[src/rtl/memory_bus_arbiter.sv]
// Shared coprocessor memory port arbiter.
// Requester 0 has fixed top priority; requesters 1..N-1 are served round-robin.
// Grants are non-preemptive. A full idle cycle always separates owners so the
// tri-state data bus can turn around. A sticky watchdog flags long bus holds.
module memory_bus_arbiter #(
  parameter int unsigned N_Requesters    = 5,
  parameter int unsigned memory_size_log = 10,
  parameter int unsigned Max_Hold        = 64
) (
  input  logic                                      i_Clock,
  input  logic                                      i_Reset,
  input  logic [N_Requesters-1:0]                   i_Request,
  input  logic [N_Requesters*memory_size_log-1:0]   i_Address,
  input  logic [N_Requesters-1:0]                   i_Write_Enable,
  output logic [N_Requesters-1:0]                   o_Grant,
  output logic                                      o_Grant_Valid,
  output logic [$clog2(N_Requesters)-1:0]           o_Owner,
  output logic [memory_size_log-1:0]                o_Memory_Address,
  output logic                                      o_Write_Enable,
  output logic                                      o_Hold_Overrun
);

  localparam int unsigned OW   = $clog2(N_Requesters);
  localparam int unsigned CW   = 16;
  localparam int unsigned RR_N = N_Requesters - 1;

  // Counter value at which a still-requesting owner has held for Max_Hold cycles
  localparam logic [CW-1:0] hold_limit = (Max_Hold == 0) ? '0 : CW'(Max_Hold - 1);
  localparam logic [N_Requesters-1:0] grant_one = N_Requesters'(1);

  typedef enum logic [0:0] {
    s_Idle  = 1'b0,
    s_Grant = 1'b1
  } state_t;

  state_t                  state, state_next;
  logic [N_Requesters-1:0] grant_next;
  logic [OW-1:0]           owner_next;
  logic [OW-1:0]           last, last_next;
  logic [CW-1:0]           count, count_next;
  logic                    overrun_next;

  logic [OW-1:0]           rr_winner;
  logic                    rr_found;
  int unsigned             rr_idx;

  logic [memory_size_log-1:0] addr_slot [N_Requesters];

  // Unpack the flattened address bus into one slot per requester
  for (genvar k = 0; k < N_Requesters; k++) begin : g_addr_slot
    assign addr_slot[k] = i_Address[k*memory_size_log +: memory_size_log];
  end

  // Round-robin search over 1..N-1, starting just after the last winner
  always_comb begin
    rr_found  = 1'b0;
    rr_winner = '0;
    rr_idx    = 0;
    for (int unsigned i = 1; i < N_Requesters; i++) begin
      rr_idx = ((32'(last) - 1 + i) % RR_N) + 1;
      if (!rr_found && i_Request[OW'(rr_idx)]) begin
        rr_found  = 1'b1;
        rr_winner = OW'(rr_idx);
      end
    end
  end

  // Next-state and registered-output logic
  always_comb begin
    state_next   = state;
    grant_next   = o_Grant;
    owner_next   = o_Owner;
    last_next    = last;
    count_next   = count;
    overrun_next = o_Hold_Overrun;
    case (state)
      s_Idle: begin
        if (i_Request[0]) begin
          grant_next = grant_one;
          owner_next = '0;
          count_next = '0;
          state_next = s_Grant;
        end else if (rr_found) begin
          grant_next = grant_one << rr_winner;
          owner_next = rr_winner;
          last_next  = rr_winner;
          count_next = '0;
          state_next = s_Grant;
        end
      end
      s_Grant: begin
        if (i_Request[o_Owner]) begin
          if (count != '1) begin
            count_next = count + CW'(1);
          end
          if ((Max_Hold != 0) && (count == hold_limit)) begin
            overrun_next = 1'b1;
          end
        end else begin
          grant_next = '0;
          owner_next = '0;
          state_next = s_Idle;
        end
      end
      default: begin
        grant_next = '0;
        owner_next = '0;
        state_next = s_Idle;
      end
    endcase
  end

  // State and output registers with synchronous reset
  always_ff @(posedge i_Clock) begin
    if (i_Reset) begin
      state          <= s_Idle;
      o_Grant        <= '0;
      o_Owner        <= '0;
      last           <= OW'(N_Requesters - 1);
      count          <= '0;
      o_Hold_Overrun <= 1'b0;
    end else begin
      state          <= state_next;
      o_Grant        <= grant_next;
      o_Owner        <= owner_next;
      last           <= last_next;
      count          <= count_next;
      o_Hold_Overrun <= overrun_next;
    end
  end

  // Owner mux onto the memory port, quiet when the bus is free
  assign o_Grant_Valid    = |o_Grant;
  assign o_Memory_Address = o_Grant_Valid ? addr_slot[o_Owner] : '0;
  assign o_Write_Enable   = o_Grant_Valid ? i_Write_Enable[o_Owner] : 1'b0;

endmodule

[config.mk]
export PLATFORM = sky130hd
export DESIGN_NAME = memory_bus_arbiter
export DESIGN_NICKNAME = d
export VERILOG_FILES = /design/src/rtl/memory_bus_arbiter.sv
export SDC_FILE = /design/constraint.sdc
export NUM_CORES = 1
export LEC_CHECK = 0
export CORE_AREA = 5 5 73 75
export DETAILED_ROUTE_END_ITERATION = 8
export DIE_AREA = 0 0 78 80
export MAX_ROUTING_LAYER = met4
export PLACE_DENSITY_LB_ADDON = 0.08
export SLEW_MARGIN = 10
export SYNTH_ARGS = -nofsm -noshare
export SYNTH_HDL_FRONTEND = slang
export SYNTH_SLANG_ARGS = --single-unit
export TNS_END_PERCENT = 50
[constraint.sdc]
create_clock -name i_Clock -period 7 [get_ports i_Clock]
set_clock_uncertainty 0.2 [all_clocks]
set_input_delay 1.05 -clock i_Clock [delete_from_list [all_inputs] [get_ports i_Clock]]
set_output_delay 1.05 -clock i_Clock [all_outputs]
set_load 0.01 [all_outputs]
**Word-level counts from Yosys, hierarchy flattened**

Cells that the tools add are included.

- Register bits: 28
- Input bits: 62
- Word-level logic and storage cells: 85

- Add/subtract/negate cells: 10
- Magnitude comparators: 6
- Equality and inequality tests: 6
- Shift operators: 1
- Mux-type cells: 42
- Bitwise operators: 3
- Reductions and logical operators: 11

Operators by type and width:

| cell | count |
|---|---|
| 2-to-1 mux 16 bit | 4 |
| one-hot mux 16 bit (2 select lines) | 1 |
| binary-select mux 10 bit (select 3 bit) | 1 |
| 2-to-1 mux 10 bit | 3 |
| 2-to-1 mux 3 bit | 7 |
| < comparator 3 x 4 -> 1 bit, second input constant | 5 |
| binary-select mux 1 bit (select 3 bit) | 6 |
| adder 16 x 1 -> 16 bit, second input constant | 1 |
| == test 16 x 6 -> 1 bit, second input constant | 1 |
| inequality test 16 bit, second input constant | 1 |
| 2-to-1 mux 5 bit | 3 |
| 2-to-1 mux 1 bit | 14 |
| adder 2 x 1 -> 3 bit, second input constant | 4 |
| one-hot mux 5 bit (2 select lines) | 1 |
| AND reduction 3 bit | 3 |
| one-hot mux 3 bit (2 select lines) | 1 |
| OR reduction 5 bit | 1 |
| << shifter 1 x 3 -> 5 bit, first input constant | 1 |
| adder 2 x 1 -> 2 bit, second input constant | 2 |
| adder 2 bit, second input constant | 2 |
| greater-or-equal comparator 4 bit, second input constant | 1 |
| inequality test 2 x 1 -> 1 bit, second input constant | 2 |
| inverter 3 -> 4 bit | 1 |
| logical AND 1 bit | 3 |
| 7 further kinds | 10 |

**Logic depth before layout (Yosys ltp)**

- Depth after elaboration: 19
- Mapped depth: 13
- Depth with buffers taken out: 9

**Least setup slack after synthesis**

Ideal clock, no wire load.

- Path type: input -> output
- Start point: input port i_Address[32]
- End point: output port o_Memory_Address[2]
- Arrival time: 1.757 ns
- Path slack: 3.993 ns
- Cell stages on the path: 3
- Path buffers: 0
- Path through: mux4_2 a22oi_1 nor2_1

- Word-level cells in the longest chain between the ends: 4

Ends and longest elaborated chain:

| element | RTL line | RTL |
|---|---|---|
| start: declaration | 13 | `input logic [N_Requesters*memory_size_log-1:0] i_Address,` |
| binary-select mux 10 bit (select 3 bit) | 134 | `assign o_Memory_Address = o_Grant_Valid ? addr_slot[o_Owner] : '0;` |
| 2-to-1 mux 10 bit (implied by the code) (2 in a row) | 134 |  |
| 2-to-1 mux 10 bit | 134 |  |
| end: declaration | 18 | `output logic [memory_size_log-1:0] o_Memory_Address,` |

Every way passes these cells. The select of a mux whose other input is x is not followed.

**Worst setup path after layout**

- Start point: register last[0]
- End point: register o_Grant[2]

- Word-level cells in the longest chain between the ends: 19
- Elaborated cells between the ends (all ways): 37

Ends and longest elaborated chain:

| element | RTL line | RTL |
|---|---|---|
| start: declaration | 39 | `logic [OW-1:0] last, last_next;` |
| start signal: assignment | 119 | `last <= OW'(N_Requesters - 1);` |
| start signal: assignment | 126 | `last <= last_next;` |
| subtractor 2 x 1 -> 2 bit (*) | 60 | `rr_idx = ((32'(last) - 1 + i) % RR_N) + 1;` |
| adder 2 x 1 -> 2 bit | 60 |  |
| adder 2 x 1 -> 3 bit | 60 |  |
| binary-select mux 1 bit (select 3 bit) | 61 | `if (!rr_found && i_Request[OW'(rr_idx)]) begin` |
| 2-to-1 mux 1 bit (implied by the code) | 61 |  |
| 2-to-1 mux 1 bit | 61 |  |
| logical NOT 1 bit | 61 |  |
| logical AND 1 bit | 61 |  |
| (+3 left out) | -- |  |
| 2-to-1 mux 1 bit | 61 |  |
| logical NOT 1 bit | 61 |  |
| logical AND 1 bit | 61 |  |
| 2-to-1 mux 3 bit | 61 |  |
| << shifter 1 x 3 -> 5 bit | 84 | `grant_next = grant_one << rr_winner;` |
| 2-to-1 mux 5 bit | 83 | `end else if (rr_found) begin` |
| 2-to-1 mux 5 bit | 78 | `if (i_Request[0]) begin` |
| one-hot mux 5 bit (2 select lines) | 76 | `case (state)` |
| end signal: assignment | 124 | `o_Grant <= grant_next;` |
| end: declaration | 15 | `output logic [N_Requesters-1:0] o_Grant,` |

Mark *: on every way between the ends. The rest lies on a longest branch, timed or not. The select of a mux whose other input is x is not followed.
A chain may end at the register's enable or synchronous reset.

==> metrics <==
Fin Setup TNS=0 ns; gpl congestion=roughly 0.84; dpl ws=3.07 ns; antenna violations before repair=0; area of the multi-input gates=0.00143 mm²; Die X-Extent=78 µm; Netlist cell types=53; fraction of layout cells with a size suffix above 1=0.0728; syn_area_per_cell=8.58 µm²; Worst Hold Depth=2; max_slew headroom=0.410; Initial Util=0.457; sequential share of the synthesized area=0.267; CP Launch Type=register; worst-path maximum fanout=19; Arrival @ worst endpoint=3.91 ns; first-pass GRT wire length=just over 10 mm; status=finished, final reports clean; flops & latches, synth=28; antenna-violating nets left=0; # Max-Cap Violations=0; Final Slew Violations=0; min Tclk post-route=between 3 and 4 ns; Final Cycle Share=0.563; vias in the first global route=~2100; average wire per standard cell=17.4 µm; Die Height=80 µm; Hold Vio Cnt, Final=0; Worst VDD drop=0.172 mV; Syn Inst Count=245; Pwr Density=between 200 and 250 mW/mm²; CTS HTree Levels=1; CP Class=reg -> reg; final layout net count=385; fmax=0.254 GHz; Port Buffer Count=82; CTS tree=done; share of the synthesized area in the top cell type=0.267; Reg area=between 500 and 600 µm²; cts repair resizes=0; top cells by area, synth=dfxtp_1 (27%), mux4_2 (13%), nor2_1 (6.6%); post-CTS setup buffers=0; FF-to-FF setup slack=3.06 ns; asr flop ratio synth=0; Worst Setup Slack, final=between 3 and 4 ns; total inserted antenna cells=0; total number of vias=2119; Max Buffers Root-to-Sink=2; Synth Net Count=312; Core Region=approximately 0.0046 mm²; largest net degree at the start of global routing=20; worst-path cell with the longest stage delay=ha_1; global-route usage over all layers=0.209; synth-to-layout area growth=41.1%; Least-Margin Pin Slew=0.884 ns; cell area after synthesis=0.00210 mm²; endpoint class of the critical path=register; final wirelength=6.43 mm; Worst-path clk slew=roughly 0.080 ns; Worst Reg-to-Reg Cells=8; worst-path cell chain=inv_2 > ha_1 > mux2_4 > nor3b_4 > a211oi_1 > a41o_1 > nand2b_1 > o32ai_1; RSZ-0062 raised after global routing=false; hold crit path type=reg -> reg; clock latency on the worst-skew pair=0.26 ns; Worst Path Required=6.97 ns; floorplan row count=25; DP Wirelength=5.01 mm; RR Startpoint=last[0]; Post-synth top flop=dfxtp_1; final setup fails=0; Synth top cells by count=nor2_1 (37), dfxtp_1 (28), a21oi_1 (20), nand2_1 (19); Yosys warning total=0; Max stage delay on crit path=0.75 ns; initial DRC count=roughly 170; Root Driver=clkbuf_8; Die Area=0.00624 mm²; hold-fix buffers at CTS=0; Num CTS Buffers=3; most common cell in the netlist=nor2_1; # fillers=between 400 and 500; I/O Pins=83; Post-synth EDFFs=0; DRC Markers=0; CTS sink count=28; Via-to-Cell Ratio=5.73; Hold Worst Slack=0.276 ns; HP Start=o_Grant[4]; gr ovfl total=0; drt pass-1 iters=4; Synth area leader=dfxtp_1; reg2reg end=o_Grant[2]; Leak Pwr=1.06 nW; Worst Hold Path EP=o_Grant[4]
-- through the flow --
step | area (µm²) | util | instances | total power (W)
after CTS | 2970 | 0.645 | 370 | 0.000729
after detailed placement | 2920 | 0.636 | 367 | 0.000645
after global routing | 2970 | 0.645 | 370 | 0.000775
after floorplan | 2100 | - | 245 | 0.000494
final | 2970 | 0.645 | 370 | 0.000724
after global placement | 2920 | 0.636 | 367 | 0.000639
-- layout by cell type (no fill, tap or decap), types with 2 or more instances in the layout --
master	count
mux2i_1	5
o21ai_1	2
nand2_1	19
a22oi_1	12
o31ai_1	2
a32oi_1	3
and3_1	6
xnor2_1	8
and3b_1	2
a41o_1	2
dfxtp_1	28
inv_1	8
nor2_1	37
a21oi_1	20
nand2b_1	4
clkdlybuf4s50_1	82
ha_1	5
xor2_1	7
nor3b_1	2
o2111ai_1	2
mux4_2	12
nor4_1	2
clkbuf_8	3
a211oi_1	3
nand3_1	10
nand4_1	5
-- logic make-up after synthesis --
family	count (synthesis)	synth area share
adder cells (fa/ha/maj)	5	0.0298
AND/OR/NAND/NOR	94	0.221
buffers and inverters	24	0.0512
flip-flops	28	0.267
multiplexers	18	0.160
AO/OA/AOI/OAI	61	0.210
XOR/XNOR	15	0.0625
-- power by group --
| group | internal (W) | total, W | switching, W |
|---|---|---|---|
| clock | 0.0000385 | 0.0000817 | 0.0000432 |
| combinational | 0.000224 | 0.000436 | 0.000212 |
| sequential | 0.000172 | 0.000206 | 0.0000337 |
-- layout make-up --
class | count | area share
Multi-Input combinational cell | 193 | 0.484
Timing Repair Buffer | 83 | 0.279
Inverter | 9 | 0.0114
Tap cell | 54 | 0.0228
Sequential cell | 28 | 0.189
Clock buffer | 3 | 0.0139
-- layer usage --
layer | wire, µm | global-route usage
met3 | 348 | 0.0293
met5 | 0 | -
met1 | 2770 | 0.259
met4 | 76 | 0.0591
met2 | 3240 | 0.354
-- state kept, by name (all words and copies together) (netlist names) --
signal          flops
last                2
o_Owner             3
count              16
o_Grant             5
o_Hold_Overrun      1
state               1
-- how the worst max path moves through the flow --
stage | start | to | cells after the start
3_3_place_gp | i_Address[12] | o_Memory_Address[2] | 5
3_5_place_dp | i_Address[32] | o_Memory_Address[2] | 5
4_1_cts | i_Address[32] | o_Memory_Address[2] | 5
2_1_floorplan | i_Address[32] | o_Memory_Address[2] | 3
5_1_grt | last[0] | o_Grant[2] | 8
6_report | last[0] | o_Grant[2] | 8
-- worst max-delay path, delay by kind of cell (launching register included) --
kind / cells / cell delay (ns)
multiplexers: 1 / 0.36
AND/OR/NAND/NOR: 2 / 0.60
flip-flops: 1 / 0.70
adder cells (fa/ha/maj): 1 / 0.75
AO/OA/AOI/OAI: 3 / 0.98
buffers and inverters: 1 / 0.25
No activity file was read; power rests on OpenSTA's default activity.
